<file path="src/rtl/regfile_scoreboard_pkg.sv">
// Shared constants for the register file and its busy scoreboard.
package regfile_scoreboard_pkg;

    localparam int XLEN_DEFAULT = 32;  // core integer data width
    localparam int REG_ZERO     = 0;   // index of the hardwired-zero register

endpackage : regfile_scoreboard_pkg

</file>
<file path="src/rtl/regfile_busy_tracker.sv">
// Per-register busy bits with set-over-clear priority and a registered count of busy entries.
module regfile_busy_tracker
    import regfile_scoreboard_pkg::*;
#(
    parameter  int DEPTH    = 32,
    parameter  int ZERO_REG = 1,
    localparam int AW       = $clog2(DEPTH),
    localparam int CW       = $clog2(DEPTH + 1)
) (
    input  logic             clk,
    input  logic             rstn,
    input  logic             iss_en_i,
    input  logic [AW-1:0]    iss_addr_i,
    input  logic             wr_en_i,
    input  logic [AW-1:0]    wr_addr_i,
    output logic [DEPTH-1:0] busy_o,
    output logic [CW-1:0]    busy_cnt_o
);

    localparam bit ZERO_REG_B = (ZERO_REG != 0);

    logic [DEPTH-1:0] busy_q, busy_d;
    logic [CW-1:0]    cnt_q, cnt_d;
    logic             set_ok, clr_ok, set_eff, clr_eff;

    assign set_ok = iss_en_i && !(ZERO_REG_B && iss_addr_i == AW'(REG_ZERO));
    assign clr_ok = wr_en_i  && !(ZERO_REG_B && wr_addr_i  == AW'(REG_ZERO));

    // The count only moves on real 0->1 / 1->0 transitions so it always equals popcount(busy).
    assign set_eff = set_ok && !busy_q[iss_addr_i];
    assign clr_eff = clr_ok && busy_q[wr_addr_i] && !(iss_en_i && iss_addr_i == wr_addr_i);

    always_comb begin
        // NOTE: every combinational output gets a default first so no path leaves it unassigned (no latch).
        busy_d = busy_q;
        // NOTE: blocking '=' here so the later set overrides the clear on a shared address;
        // the flops below use non-blocking '<=' only.
        if (clr_ok) busy_d[wr_addr_i]  = 1'b0;
        if (set_ok) busy_d[iss_addr_i] = 1'b1;
        cnt_d = cnt_q + CW'(set_eff) - CW'(clr_eff);
    end

    always_ff @(posedge clk or negedge rstn) begin
        if (!rstn) begin
            busy_q <= '0;
            cnt_q  <= '0;
        end else begin
            busy_q <= busy_d;
            cnt_q  <= cnt_d;
        end
    end

    assign busy_o     = busy_q;
    assign busy_cnt_o = cnt_q;

endmodule : regfile_busy_tracker

</file>
<file path="src/rtl/regfile_scoreboard.sv">
// Integer register file: NREAD combinational read ports, one write port, optional x0 and
// write-to-read bypass, plus a busy scoreboard so decode can stall on RAW hazards.
module regfile_scoreboard
    import regfile_scoreboard_pkg::*;
#(
    parameter  int XLEN     = XLEN_DEFAULT,
    parameter  int DEPTH    = 32,
    parameter  int NREAD    = 2,
    parameter  int ZERO_REG = 1,
    parameter  int BYPASS   = 1,
    localparam int AW       = $clog2(DEPTH),
    localparam int CW       = $clog2(DEPTH + 1)
) (
    input  logic                  clk,
    input  logic                  rstn,
    input  logic [NREAD*AW-1:0]   rd_addr,
    output logic [NREAD*XLEN-1:0] rd_data,
    output logic [NREAD-1:0]      rd_busy,
    input  logic                  wr_en,
    input  logic [AW-1:0]         wr_addr,
    input  logic [XLEN-1:0]       wr_data,
    input  logic                  iss_en,
    input  logic [AW-1:0]         iss_addr,
    output logic [CW-1:0]         busy_cnt,
    output logic                  all_idle
);

    localparam bit ZERO_REG_B = (ZERO_REG != 0);
    localparam bit BYPASS_B   = (BYPASS != 0);

    logic [XLEN-1:0]  mem_q [DEPTH];
    logic [DEPTH-1:0] busy;
    logic             wr_ok;

    assign wr_ok = wr_en && !(ZERO_REG_B && wr_addr == AW'(REG_ZERO));

    // NOTE: the storage array is reset on purpose: every entry must read 0 after reset,
    // which rules out a RAM macro and costs a reset on each flop.
    always_ff @(posedge clk or negedge rstn) begin
        if (!rstn) begin
            for (int i = 0; i < DEPTH; i++) mem_q[i] <= '0;
        end else if (wr_ok) begin
            mem_q[wr_addr] <= wr_data;
        end
    end

    regfile_busy_tracker #(
        .DEPTH    (DEPTH),
        .ZERO_REG (ZERO_REG)
    ) u_busy (
        .clk        (clk),
        .rstn       (rstn),
        .iss_en_i   (iss_en),
        .iss_addr_i (iss_addr),
        .wr_en_i    (wr_en),
        .wr_addr_i  (wr_addr),
        .busy_o     (busy),
        .busy_cnt_o (busy_cnt)
    );

    // Reads are gated by rstn so a write racing an asserted reset never reaches a read port.
    for (genvar g = 0; g < NREAD; g++) begin : g_rd
        logic [AW-1:0] addr;
        logic          zero, hit;

        assign addr = rd_addr[g*AW +: AW];
        assign zero = ZERO_REG_B && addr == AW'(REG_ZERO);
        assign hit  = BYPASS_B && wr_en && wr_addr == addr;

        assign rd_data[g*XLEN +: XLEN] = (!rstn || zero) ? '0 :
                                         hit             ? wr_data : mem_q[addr];
        assign rd_busy[g] = !zero && busy[addr] && !hit;
    end

    assign all_idle = (busy_cnt == '0);

endmodule : regfile_scoreboard
</file>
<file path="config.mk">
export PLATFORM = sky130hd
export DESIGN_NAME = regfile_scoreboard
export DESIGN_NICKNAME = d
export VERILOG_FILES = /design/src/rtl/regfile_scoreboard_pkg.sv /design/src/rtl/regfile_busy_tracker.sv /design/src/rtl/regfile_scoreboard.sv
export SDC_FILE = /design/constraint.sdc
export NUM_CORES = 2
export LEC_CHECK = 0
export CORE_MARGIN = 2
export CORE_UTILIZATION = 55
export CTS_CLUSTER_DIAMETER = 150
export CTS_CLUSTER_SIZE = 25
export DETAILED_ROUTE_END_ITERATION = 7
export HOLD_SLACK_MARGIN = 0.06
export PLACE_DENSITY_LB_ADDON = 0.15
export SYNTH_ARGS = -nofsm -noshare
export SYNTH_HDL_FRONTEND = slang
export SYNTH_SLANG_ARGS = --single-unit
export TNS_END_PERCENT = 100
</file>
<file path="constraint.sdc">
create_clock -name clk -period 8.5 [get_ports clk]
set_input_delay 1.275 -clock clk [delete_from_list [all_inputs] [get_ports clk]]
set_output_delay 1.275 -clock clk [all_outputs]
set_load 0.03 [all_outputs]
</file>
==> metrics.md <==
| Metric | Value |
|---|---|
| DP HPWL | 108.6 mm |
| Gr usage total | 35.40% |
| Setup TNS | 0 ns |
| DR vias | 38840 |
| Xor/xnor cell area share of the yosys netlist | 0.2921% |
| Max Clk Rate | 141.4 MHz |
| Top_reg_cell synth | dfrtp_1 |
| RR Startpoint | u_busy.busy_o[19] |
| Share of cells above drive strength 1 | 35.94% |
| Synth top area cells | dfrtp_1 (47%), mux4_2 (18%), mux2_2 (15%) |
| Minimum setup slack among reg-to-reg paths | 5.45 ns |
| Largest net degree at the start of global routing | 172 |
| Placer Congestion | 0.9050 |
| Tmin final | 7.072 ns |
| DR top layer | met5 |
| Setup violators final | 0 |
| Synth top area share | 46.64% |
| Largest family of logic cells by synthesized area | multiplexers |
| Clock power share | 21.5% |
| Via density | 7.176 |
| CTS tree | yes |
| Post-Synthesis Cells | 4216 |
| Initial antenna violation count | 3 |
| Area leader, netlist | dfrtp_1 |
| CP peak stage delay | 1.21 ns |
| Average wire per standard cell | 34.69 µm |
| Leakage | 25.71 nW |
| CP bufs+invs | 3 |
| Final hold violations | 0 |
| Synth Cell Area | 56980 µm² |
| Yosys warnings | 0 |
| Power Density | 210.4 nW/µm² |
| Register area share after synthesis | 46.64% |
| Drc violations | 0 |
| Die W | 325.9 µm |
| Critical path endpoint category | primary output |
| Clk pin slew, worst setup/hold paths | 0.10 ns |
| Yosys cell types | 71 |
| DR WL met3 | 19.26 mm |
| PortBufs | 128 |
| Number of global-route vias before repair | 37780 |
| 1st-iter DRT viols | 5173 |
| Fin. max-slew vios | 0 |
| Post-synth EDFFs | 0 |
| CP max-delay cell | clkdlybuf4s50_1 |
| Synth Area in Adders | 0.2108% |
| Die span in y | 325.9 µm |
| Starting Density | 55.21% |
| Core Rows | 118 |
| Maximum VDD drop | 211.9 µV |
| Period Utilization, post-route | 83.21% |
| IO Pins | 129 |
| Hold_sp | mem_q[1016] |
| Core footprint | 103200 µm² |
| H-tree depth | 2 |
| Simple-gate share of the synthesized area | 4.168% |
| Root buf cell | clkbuf_16 |
| Synth Area in Compound Gates | 7.912% |
| Sink Count | 1062 |
| Logic pwr share | 25.5% |
| Slew headroom | 16.01% |
| Num CTS Buffers | 48 |
| Wire length on met2 | 82.92 mm |
| Internal | 8.823 mW |
| Post-DRT Antenna Nets | 0 |
| Hold path depth | 0 |
| Net switching power | 3.858 mW |
| Crit-path cells | clkdlybuf4s50_1, buf_4, nor2b_4, a221oi_1, o41ai_1, clkdlybuf4s50_1 |
| Maximum fanout along the worst path | 24 |
| GR Overflow Total | 0 |
| Seq pwr share | 53.0% |
| Most frequent CP cell | clkdlybuf4s50_1 |
| Delay-heaviest family, CP | buffers and inverters |
| Area growth from synthesis to layout | 5.758% |
| Slew @ Worst Pin | 1.256 ns |
| Hold buffers post-CTS | 0 |
| Switch share | 30.42% |
| Routed wire length | 187.8 mm |
| Worst r2r path cells | 12 |
| Multiplexer share of the synthesized area | 36.72% |
| Post-CTS Setup Bufs | 0 |
| Hold Path Sink | mem_q[1016] |
| Global-route wire length before repair | 274.7 mm |
| Die area | 106200 µm² |
| PostCTS Resize Cnt | 0 |
| Syn_nets | 4281 |
| Avg Inst Size Synth | 13.51 µm² |
| Hold_ws | 0.4070 ns |
| CTS Buffer Depth | 3 |
| Yosys reg bits | 1062 |
| Critical path type | primary input to primary output |
| RSZ-0062 raised after global routing | false |
| Max-cap violation count | 0 |
| Met1 wire length | 77.82 mm |
| Critical Path RT | 7.22 ns |
| Nets | 4095 |
| Clk Latency, worst-skew pair | 0.67 ns |
| Outcome | completed |
| Arrival time worst endpoint | 5.80 ns |
| Async SR Flop Fraction | 100.0% |
| Setup crit start kind | primary input |
| Type of the worst min-delay path | flip-flop to flip-flop |
| RR Endpoint | u_busy.busy_cnt_o[4] |
| Final setup skew | 0.01791 ns |
| Pre-Repair DR Iteration Count | 7 |
==> synthesized netlist by cell type, types with 7 or more instances <==
master,n
nor2b_1,15
mux2_1,7
o22a_1,17
o22ai_1,55
a21oi_1,59
nor2_1,45
or2_2,7
buf_4,29
a2111oi_0,8
xnor2_1,11
nand4_1,18
and2_1,8
nor3_1,16
xor2_1,8
nand3_1,54
o21ai_0,282
mux2i_1,177
dfrtp_1,1062
nand2_1,313
inv_1,36
a22o_1,54
buf_2,137
ha_1,8
o221a_2,13
o221ai_1,20
buf_6,15
buf_1,15
a211oi_1,17
a32o_1,8
mux4_2,460
a22oi_1,118
clkbuf_1,263
nand3b_1,10
mux4_1,8
mux2_2,755
==> how the worst max path moves through the flow <==
stage / from / to / slack (ns) / depth (start not counted)
after global placement: rd_addr[3] / rd_data[15] / 1.74 / 6
after detailed placement: rd_addr[3] / rd_data[15] / 1.69 / 6
after floorplan: rd_addr[0] / rd_data[15] / 3.65 / 8
after CTS: rd_addr[3] / rd_data[15] / 1.66 / 6
final: rd_addr[3] / rd_data[7] / 1.43 / 6
after global routing: rd_addr[3] / rd_data[7] / 1.45 / 6
==> cells by family (layout without fill, tap and decap cells) <==
group           count (synthesis)  in the layout
mux                          1407           1407
fa+ha+maj                       9              9
simple gates                  525            525
flops                        1062           1062
buf+inv                       498            314
compound gates                696            696
other cells                     0              1
xor+xnor                       19             19
==> routing by layer <==
metal	up-vias	track usage [%]
li1	15590	-
met1	20650	52.68
met2	2191	51.73
met3	410	7.801
met4	6	12.37
met5	-	0
==> flip-flops by register name, summed over array words and instances, names as in the netlist <==
| register | count |
|---|---|
| u_busy.busy_o | 32 |
| mem_q | 1024 |
| u_busy.busy_cnt_o | 6 |
==> cell type report <==
type                    instances  area, µm²
multi-input cells            2656      28410
inverters                      36      135.1
repair buffers                226       2150
diodes                          1      2.502
clock buffers                  49       1226
flip-flops and latches       1062      26580
well taps                    1380       1727
fillers                      8245      42940
clock inverters                 3      33.78
==> power by group through the flow <==
stage / clock (mW) / combinational (mW) / sequential [mW]
2_1_floorplan: 0 / 2.36 / 6.60
3_3_place_gp: 0 / 3.15 / 6.75
3_5_place_dp: 0 / 3.20 / 6.81
4_1_cts: 2.75 / 3.21 / 6.70
5_1_grt: 2.92 / 3.46 / 6.85
6_report: 2.72 / 3.24 / 6.72
==> metrics by stage <==
| stage | util (%) | worst slack, ns | std cells | cell area [µm²] | total power, mW |
|---|---|---|---|---|---|
| after global routing | 58.39 | 1.446 | 5412 | 60260 | 13.23 |
| after detailed placement | 57.17 | 1.686 | 5360 | 59000 | 10.01 |
| after CTS | 58.39 | 1.662 | 5412 | 60260 | 12.66 |
| after floorplan | - | 3.654 | 4216 | 56980 | 8.953 |
| final | 58.39 | 1.428 | 5413 | 60260 | 12.68 |
| after global placement | 57.17 | 1.741 | 5360 | 59000 | 9.895 |
==> cells in the final DEF (no fill, tap or decap), types with 18 or more instances in the layout <==
master	netlist	layout
o21ai_0	282	282
o22ai_1	55	55
nand3_1	54	54
a22oi_1	118	118
a22o_1	54	54
nor2_1	45	27
inv_1	36	36
a21oi_1	59	59
mux2_2	755	755
nand4_1	18	18
clkbuf_16	0	49
o221ai_1	20	20
buf_4	29	91
mux2i_1	177	177
mux4_2	460	460
clkdlybuf4s50_1	0	118
dfrtp_1	1062	1062
nand2_1	313	298
No activity file was read; power rests on OpenSTA's default activity.
